[config.mk]
export PLATFORM = sky130hd
export DESIGN_NAME = lsu
export DESIGN_NICKNAME = d
export VERILOG_FILES = /design/src/rtl/lsu_pkg.sv /design/src/rtl/lsu_load_align.sv /design/src/rtl/lsu.sv
export SDC_FILE = /design/constraint.sdc
export NUM_CORES = 1
export LEC_CHECK = 0
export BUFFER_PORTS_ARGS = -buffer_cell sky130_fd_sc_hd__buf_2
export CAP_MARGIN = 20
export CORE_ASPECT_RATIO = 1.25
export CORE_MARGIN = 5
export CORE_UTILIZATION = 35
export CTS_CLUSTER_SIZE = 40
export DETAILED_ROUTE_END_ITERATION = 8
export SLEW_MARGIN = 20
export SYNTH_ARGS = -nofsm -noshare
export SYNTH_HDL_FRONTEND = slang
export SYNTH_SLANG_ARGS = --single-unit
[constraint.sdc]
create_clock -name clk -period 4.35 [get_ports clk]
set_input_delay 0 -clock clk [delete_from_list [all_inputs] [get_ports clk]]
set_output_delay 0 -clock clk [all_outputs]
set_load 0.1 [all_outputs]
[src/rtl/lsu_pkg.sv]
// Shared constants and helpers for the load/store unit.
// Covers funct3 decode, FSM encoding and store lane formatting.
package lsu_pkg;

  localparam logic [2:0] F3_B  = 3'b000;
  localparam logic [2:0] F3_H  = 3'b001;
  localparam logic [2:0] F3_W  = 3'b010;
  localparam logic [2:0] F3_BU = 3'b100;
  localparam logic [2:0] F3_HU = 3'b101;

  localparam logic [1:0] ST_IDLE   = 2'd0;
  localparam logic [1:0] ST_ACCESS = 2'd1;
  localparam logic [1:0] ST_WB     = 2'd2;

  // Misaligned and illegal encodings share one rejection path
  function automatic logic op_reject(
    input logic       load,
    input logic [2:0] f3,
    input logic [1:0] off
  );
    logic r;
    r = 1'b1;
    case (f3)
      F3_B:    r = 1'b0;
      F3_H:    r = off[0];
      F3_W:    r = (off != 2'b00);
      F3_BU:   r = !load;
      F3_HU:   r = !load || off[0];
      default: r = 1'b1;
    endcase
    return r;
  endfunction

  function automatic logic [3:0] be_of(
    input logic [2:0] f3,
    input logic [1:0] off
  );
    logic [3:0] be;
    case (f3[1:0])
      2'b00:   be = 4'b0001 << off;
      2'b01:   be = 4'b0011 << off;
      default: be = 4'b1111;
    endcase
    return be;
  endfunction

  function automatic logic [31:0] wdata_of(
    input logic [2:0]  f3,
    input logic [31:0] d
  );
    logic [31:0] w;
    case (f3[1:0])
      2'b00:   w = {4{d[7:0]}};
      2'b01:   w = {2{d[15:0]}};
      default: w = d;
    endcase
    return w;
  endfunction

endpackage

[src/rtl/lsu_load_align.sv]
// Load data lane select and sign/zero extension.
// Purely combinational; offset picks the byte or half lane.
module lsu_load_align
  import lsu_pkg::*;
(
  input  logic [31:0] rdata,
  input  logic [1:0]  offset,
  input  logic [2:0]  funct3,
  output logic [31:0] data
);

  logic [31:0] sh;

  assign sh = rdata >> {offset, 3'b000};

  always_comb begin
    data = rdata;
    case (funct3)
      F3_B:    data = {{24{sh[7]}}, sh[7:0]};
      F3_BU:   data = {24'b0, sh[7:0]};
      F3_H:    data = {{16{sh[15]}}, sh[15:0]};
      F3_HU:   data = {16'b0, sh[15:0]};
      default: data = rdata;
    endcase
  end

endmodule

[src/rtl/lsu.sv]
// Load/store unit: one op at a time from execute onto a
// single-outstanding req/ack bus, with load writeback.
module lsu
  import lsu_pkg::*;
#(
  parameter int unsigned TIMEOUT = 255
) (
  input  logic        clk,
  input  logic        reset,
  input  logic        req_valid,
  output logic        req_ready,
  input  logic        req_load,
  input  logic [2:0]  req_funct3,
  input  logic [31:0] req_addr,
  input  logic [31:0] req_wdata,
  input  logic [4:0]  req_rd,
  output logic        mem_req,
  output logic        mem_we,
  output logic [31:0] mem_addr,
  output logic [3:0]  mem_be,
  output logic [31:0] mem_wdata,
  input  logic        mem_ack,
  input  logic [31:0] mem_rdata,
  output logic        w_en,
  output logic [4:0]  w_addr,
  output logic [31:0] w_data,
  output logic        misalign,
  output logic        bus_err
);

  localparam int CW = $clog2(TIMEOUT + 1);
  localparam logic [CW-1:0] TO_V = CW'(TIMEOUT);

  logic [1:0]    state_q, state_d;
  logic [CW-1:0] cnt_q, cnt_d, cnt_inc;
  logic          load_q, load_d;
  logic [2:0]    f3_q, f3_d;
  logic [1:0]    off_q, off_d;
  logic [4:0]    rd_q, rd_d;
  logic          mem_req_q, mem_req_d;
  logic          mem_we_q, mem_we_d;
  logic [31:0]   mem_addr_q, mem_addr_d;
  logic [3:0]    mem_be_q, mem_be_d;
  logic [31:0]   mem_wdata_q, mem_wdata_d;
  logic [4:0]    w_addr_q, w_addr_d;
  logic [31:0]   w_data_q, w_data_d;
  logic          mis_q, mis_d;
  logic          berr_q, berr_d;
  logic [31:0]   ld_data;

  lsu_load_align u_align (
    .rdata  (mem_rdata),
    .offset (off_q),
    .funct3 (f3_q),
    .data   (ld_data)
  );

  assign cnt_inc = cnt_q + 1'b1;

  always_comb begin
    state_d     = state_q;
    cnt_d       = cnt_q;
    load_d      = load_q;
    f3_d        = f3_q;
    off_d       = off_q;
    rd_d        = rd_q;
    mem_req_d   = mem_req_q;
    mem_we_d    = mem_we_q;
    mem_addr_d  = mem_addr_q;
    mem_be_d    = mem_be_q;
    mem_wdata_d = mem_wdata_q;
    w_addr_d    = w_addr_q;
    w_data_d    = w_data_q;
    mis_d       = 1'b0;
    berr_d      = 1'b0;
    case (state_q)
      ST_IDLE: begin
        if (req_valid) begin
          if (op_reject(req_load, req_funct3, req_addr[1:0])) begin
            mis_d = 1'b1;
          end else begin
            state_d     = ST_ACCESS;
            cnt_d       = '0;
            load_d      = req_load;
            f3_d        = req_funct3;
            off_d       = req_addr[1:0];
            rd_d        = req_rd;
            mem_req_d   = 1'b1;
            mem_we_d    = !req_load;
            mem_addr_d  = {req_addr[31:2], 2'b00};
            mem_be_d    = req_load ? 4'b0000
                        : be_of(req_funct3, req_addr[1:0]);
            mem_wdata_d = req_load ? 32'h0
                        : wdata_of(req_funct3, req_wdata);
          end
        end
      end
      ST_ACCESS: begin
        if (mem_ack) begin
          mem_req_d = 1'b0;
          if (load_q) begin
            state_d = ST_WB;
            if (rd_q != 5'd0) begin
              w_addr_d = rd_q;
              w_data_d = ld_data;
            end
          end else begin
            state_d = ST_IDLE;
          end
        end else begin
          cnt_d = cnt_inc;
          if (cnt_inc == TO_V) begin
            berr_d    = 1'b1;
            mem_req_d = 1'b0;
            state_d   = ST_IDLE;
          end
        end
      end
      ST_WB:   state_d = ST_IDLE;
      default: state_d = ST_IDLE;
    endcase
  end

  always_ff @(posedge clk or negedge reset) begin
    if (!reset) begin
      state_q     <= ST_IDLE;
      cnt_q       <= '0;
      load_q      <= 1'b0;
      f3_q        <= 3'b0;
      off_q       <= 2'b0;
      rd_q        <= 5'b0;
      mem_req_q   <= 1'b0;
      mem_we_q    <= 1'b0;
      mem_addr_q  <= 32'h0;
      mem_be_q    <= 4'b0;
      mem_wdata_q <= 32'h0;
      w_addr_q    <= 5'b0;
      w_data_q    <= 32'h0;
      mis_q       <= 1'b0;
      berr_q      <= 1'b0;
    end else begin
      state_q     <= state_d;
      cnt_q       <= cnt_d;
      load_q      <= load_d;
      f3_q        <= f3_d;
      off_q       <= off_d;
      rd_q        <= rd_d;
      mem_req_q   <= mem_req_d;
      mem_we_q    <= mem_we_d;
      mem_addr_q  <= mem_addr_d;
      mem_be_q    <= mem_be_d;
      mem_wdata_q <= mem_wdata_d;
      w_addr_q    <= w_addr_d;
      w_data_q    <= w_data_d;
      mis_q       <= mis_d;
      berr_q      <= berr_d;
    end
  end

  assign req_ready = (state_q == ST_IDLE);
  assign w_en      = (state_q == ST_WB) && (rd_q != 5'd0);
  assign mem_req   = mem_req_q;
  assign mem_we    = mem_we_q;
  assign mem_addr  = mem_addr_q;
  assign mem_be    = mem_be_q;
  assign mem_wdata = mem_wdata_q;
  assign w_addr    = w_addr_q;
  assign w_data    = w_data_q;
  assign misalign  = mis_q;
  assign bus_err   = berr_q;

endmodule

==> results.md <==
- Leak pwr: 4.40 nW
- Fraction of registers with async set/reset: 1.00
- Crit path required time: 4.65 ns
- Hold Fails Final Rpt: 0
- Worst R2R End: w_data[15]
- Highest metal layer with signal wires: met4
- WHS Path Cells: 3
- Drt drc: 0
- Slew headroom: 0.338
- RSZ-0062 raised after global routing: false
- Clk Latency, worst-skew pair: 0.42 ns
- Core Area: 17500 um^2
- Clock Skews: 0.00918 ns
- Post-synth top area cell: dfrtp_1
- CP arrival: 2.70 ns
- Hold Path Sink: mem_wdata[13]
- Main synth FF type: dfrtp_1
- Area grow syn2layout: 45.3%
- Final TNS setup: 0 ns
- Number of iterations in the first detailed-routing pass: 5
- Hold-fix buffers at CTS: 103
- Worst reg-to-reg path cell count: 5
- Layout cell share with drive strength beyond 1: 0.337
- Setup WS pre-CTS: 1.96 ns
- Yosys reg bits: 128
- Met2 WL post-DR: 10000 um
- DPL Wire Length: 13300 um
- IO Pins: 220
- Final setup fails: 0
- Pwr dens: 794 nW/um^2
- Top cells by area, synth: dfrtp_1 (51%), mux2_4 (9.6%), o21ai_0 (5.1%), mux2i_1 (5.0%), a21oi_1 (4.6%)
- Diode count: 0
- Final Critical Period: 2.40 ns
- Multi-input gate area: 2790 um^2
- Metal1 wirelength: 8060 um
- DRT iter0 DRCs: 246
- Fillers: 1549
- Sequential-to-total area share from yosys stat: 0.514
- Drt wl/cell: 17.6 um
- Post_cts resized: 0
- Synth unique cells: 51
- Status: complete, no violations
- Reg2Reg Setup Slack: 1.95 ns
- CP startpoint kind: register
- FF+latch area: 3200 um^2
- Final Slew Violations: 0
- Starting Density: 0.356
- Max Root-Sink Buffers: 2
- CTS tree: done
- Max-Cap Viols: 0
- Synthesized cell area: 6230 um^2
- Final Net Count: 1005
- Clock root buffer: clkbuf_16
- Die height: 159 um
- Initial antenna violation count: 0
- CP peak stage delay: 0.61 ns
- Largest net degree at the start of global routing: 93
- Cells along the critical path: or4_1, o21ai_2, buf_4, a21oi_1, a22o_1
- CTS Sinks: 128
- Synth Area per Inst: 10.5 um^2
- DR vias: 5593
- Vias in the first global route: 5895
- IO buf count: 217
- GRT Util Overall: 0.191
- Total CTS buffers: 17
- Crit path max fanout: 26
- Crit Path Class: reg2reg
- Number of setup buffers added after CTS: 0
- Hold_sp: req_valid
- Hold Slack: 0.0547 ns
- Routed Antenna Nets: 0
- GPL Wtd Cong: 0.815
- Post-Syn Instances: 593
- H-Tree Depth: 4
- Met3 Wirelength: 1370 um
- Via density: 4.95
- Commonest cells post-synth: dfrtp_1 (128), o21ai_0 (63), nor2_1 (60)
- CP endpoint kind: register
- Final worst slack: 1.95 ns
- Peak supply drop: 0.398 mV
- Worst r2r src: rd_q[0]
- Overflow after GRT: 0
- Slowest cell on the critical path: or4_1
- Worst-Margin Slew: 0.994 ns
- Clock transition at path regs: 0.06 ns
- F_max: 417 MHz
- Yosys warns: 0
- Cell with the most instances after synthesis: dfrtp_1
- Chip width: 129 um
- Post-Route WL: 19900 um
- Tcrit/Tclk final: 0.551
- Post-synth EDFFs: 0
- Hold/Removal Path Class: in2reg
- First-pass GRT wire length: 31300 um
- Share of the synthesized area in the top cell type: 0.514
- Die area: 20600 um^2
- Row count: 54
-- cell usage in the layout (no fill, tap or decap), types with 15 or more instances in the layout --
| cell type | Yosys | routed |
|---|---|---|
| nand2b_1 | 15 | 15 |
| nand2_1 | 36 | 36 |
| o21ai_0 | 63 | 63 |
| o31ai_1 | 34 | 34 |
| dfrtp_1 | 128 | 128 |
| nor2_1 | 60 | 60 |
| mux2_4 | 40 | 40 |
| clkbuf_16 | 0 | 17 |
| dlygate4sd3_1 | 0 | 103 |
| mux2i_1 | 31 | 31 |
| buf_2 | 5 | 216 |
| a21oi_1 | 57 | 57 |
-- cells by family after synthesis --
family	after synthesis	share of synthesized area
mux	75	0.153
buf+inv	54	0.0395
compound gates	184	0.174
flops	128	0.514
fa+ha+maj	2	0.00401
other cells	1	0.000601
simple gates	146	0.110
xor+xnor	3	0.00422
-- sequential cells by signal, summed over array words and instances (netlist names) --
signal     cells
load_q         1
state_q        2
f3_q           3
mem_req        1
mem_we         1
misalign       1
rd_q           5
w_data        32
off_q          2
mem_addr      30
bus_err        1
mem_be         4
w_addr         5
mem_wdata     32
cnt_q          8
-- metal layers --
metal | vias to the layer above | global-route usage
li1 | 2704 | -
met1 | 2666 | 0.227
met2 | 194 | 0.326
met3 | 29 | 0.0530
met4 | 0 | 0.0664
met5 | - | 0
-- critical path, delay by kind of cell, from the launching register on --
kind                   cells  cell delay (ns)
buffers and inverters      1             0.40
AO/OA/AOI/OAI              3             0.88
flip-flops                 1             0.39
AND/OR/NAND/NOR            1             0.61
-- worst max path at each step --
stage                from             to
3_3_place_gp      rd_q[0]     w_data[15]
6_report          rd_q[0]     w_data[15]
4_1_cts           rd_q[0]     w_data[15]
3_5_place_dp      rd_q[0]     w_data[15]
5_1_grt           rd_q[0]     w_data[15]
2_1_floorplan  state_q[1]  mem_wdata[17]
-- report_power, final --
| group | switching, mW | internal (mW) | total [mW] |
|---|---|---|---|
| combinational | 3.20 | 0.735 | 3.94 |
| clock | 0.550 | 0.858 | 1.41 |
| sequential | 0.275 | 1.58 | 1.85 |
| total | 4.03 | 3.17 | 7.20 |
-- layout make-up --
| class | count | share of cell area |
|---|---|---|
| clock buffers | 19 | 0.0489 |
| clock inverters | 13 | 0.0153 |
| inverters | 9 | 0.00373 |
| well taps | 224 | 0.0309 |
| repair buffers | 326 | 0.239 |
| multi-input cells | 412 | 0.308 |
| flip-flops and latches | 128 | 0.354 |
-- metrics by stage --
stage               std cells  total power [mW]   util  instance area (um^2)
floorplan                 594              5.04      -                  6240
detailed placement        996              5.74  0.426                  7450
CTS                      1131              7.25  0.518                  9060
finish                   1131              7.20  0.518                  9060
global route             1131              7.49  0.518                  9060
global placement          996              5.71  0.426                  7450
(Power assumes the default switching activity.)
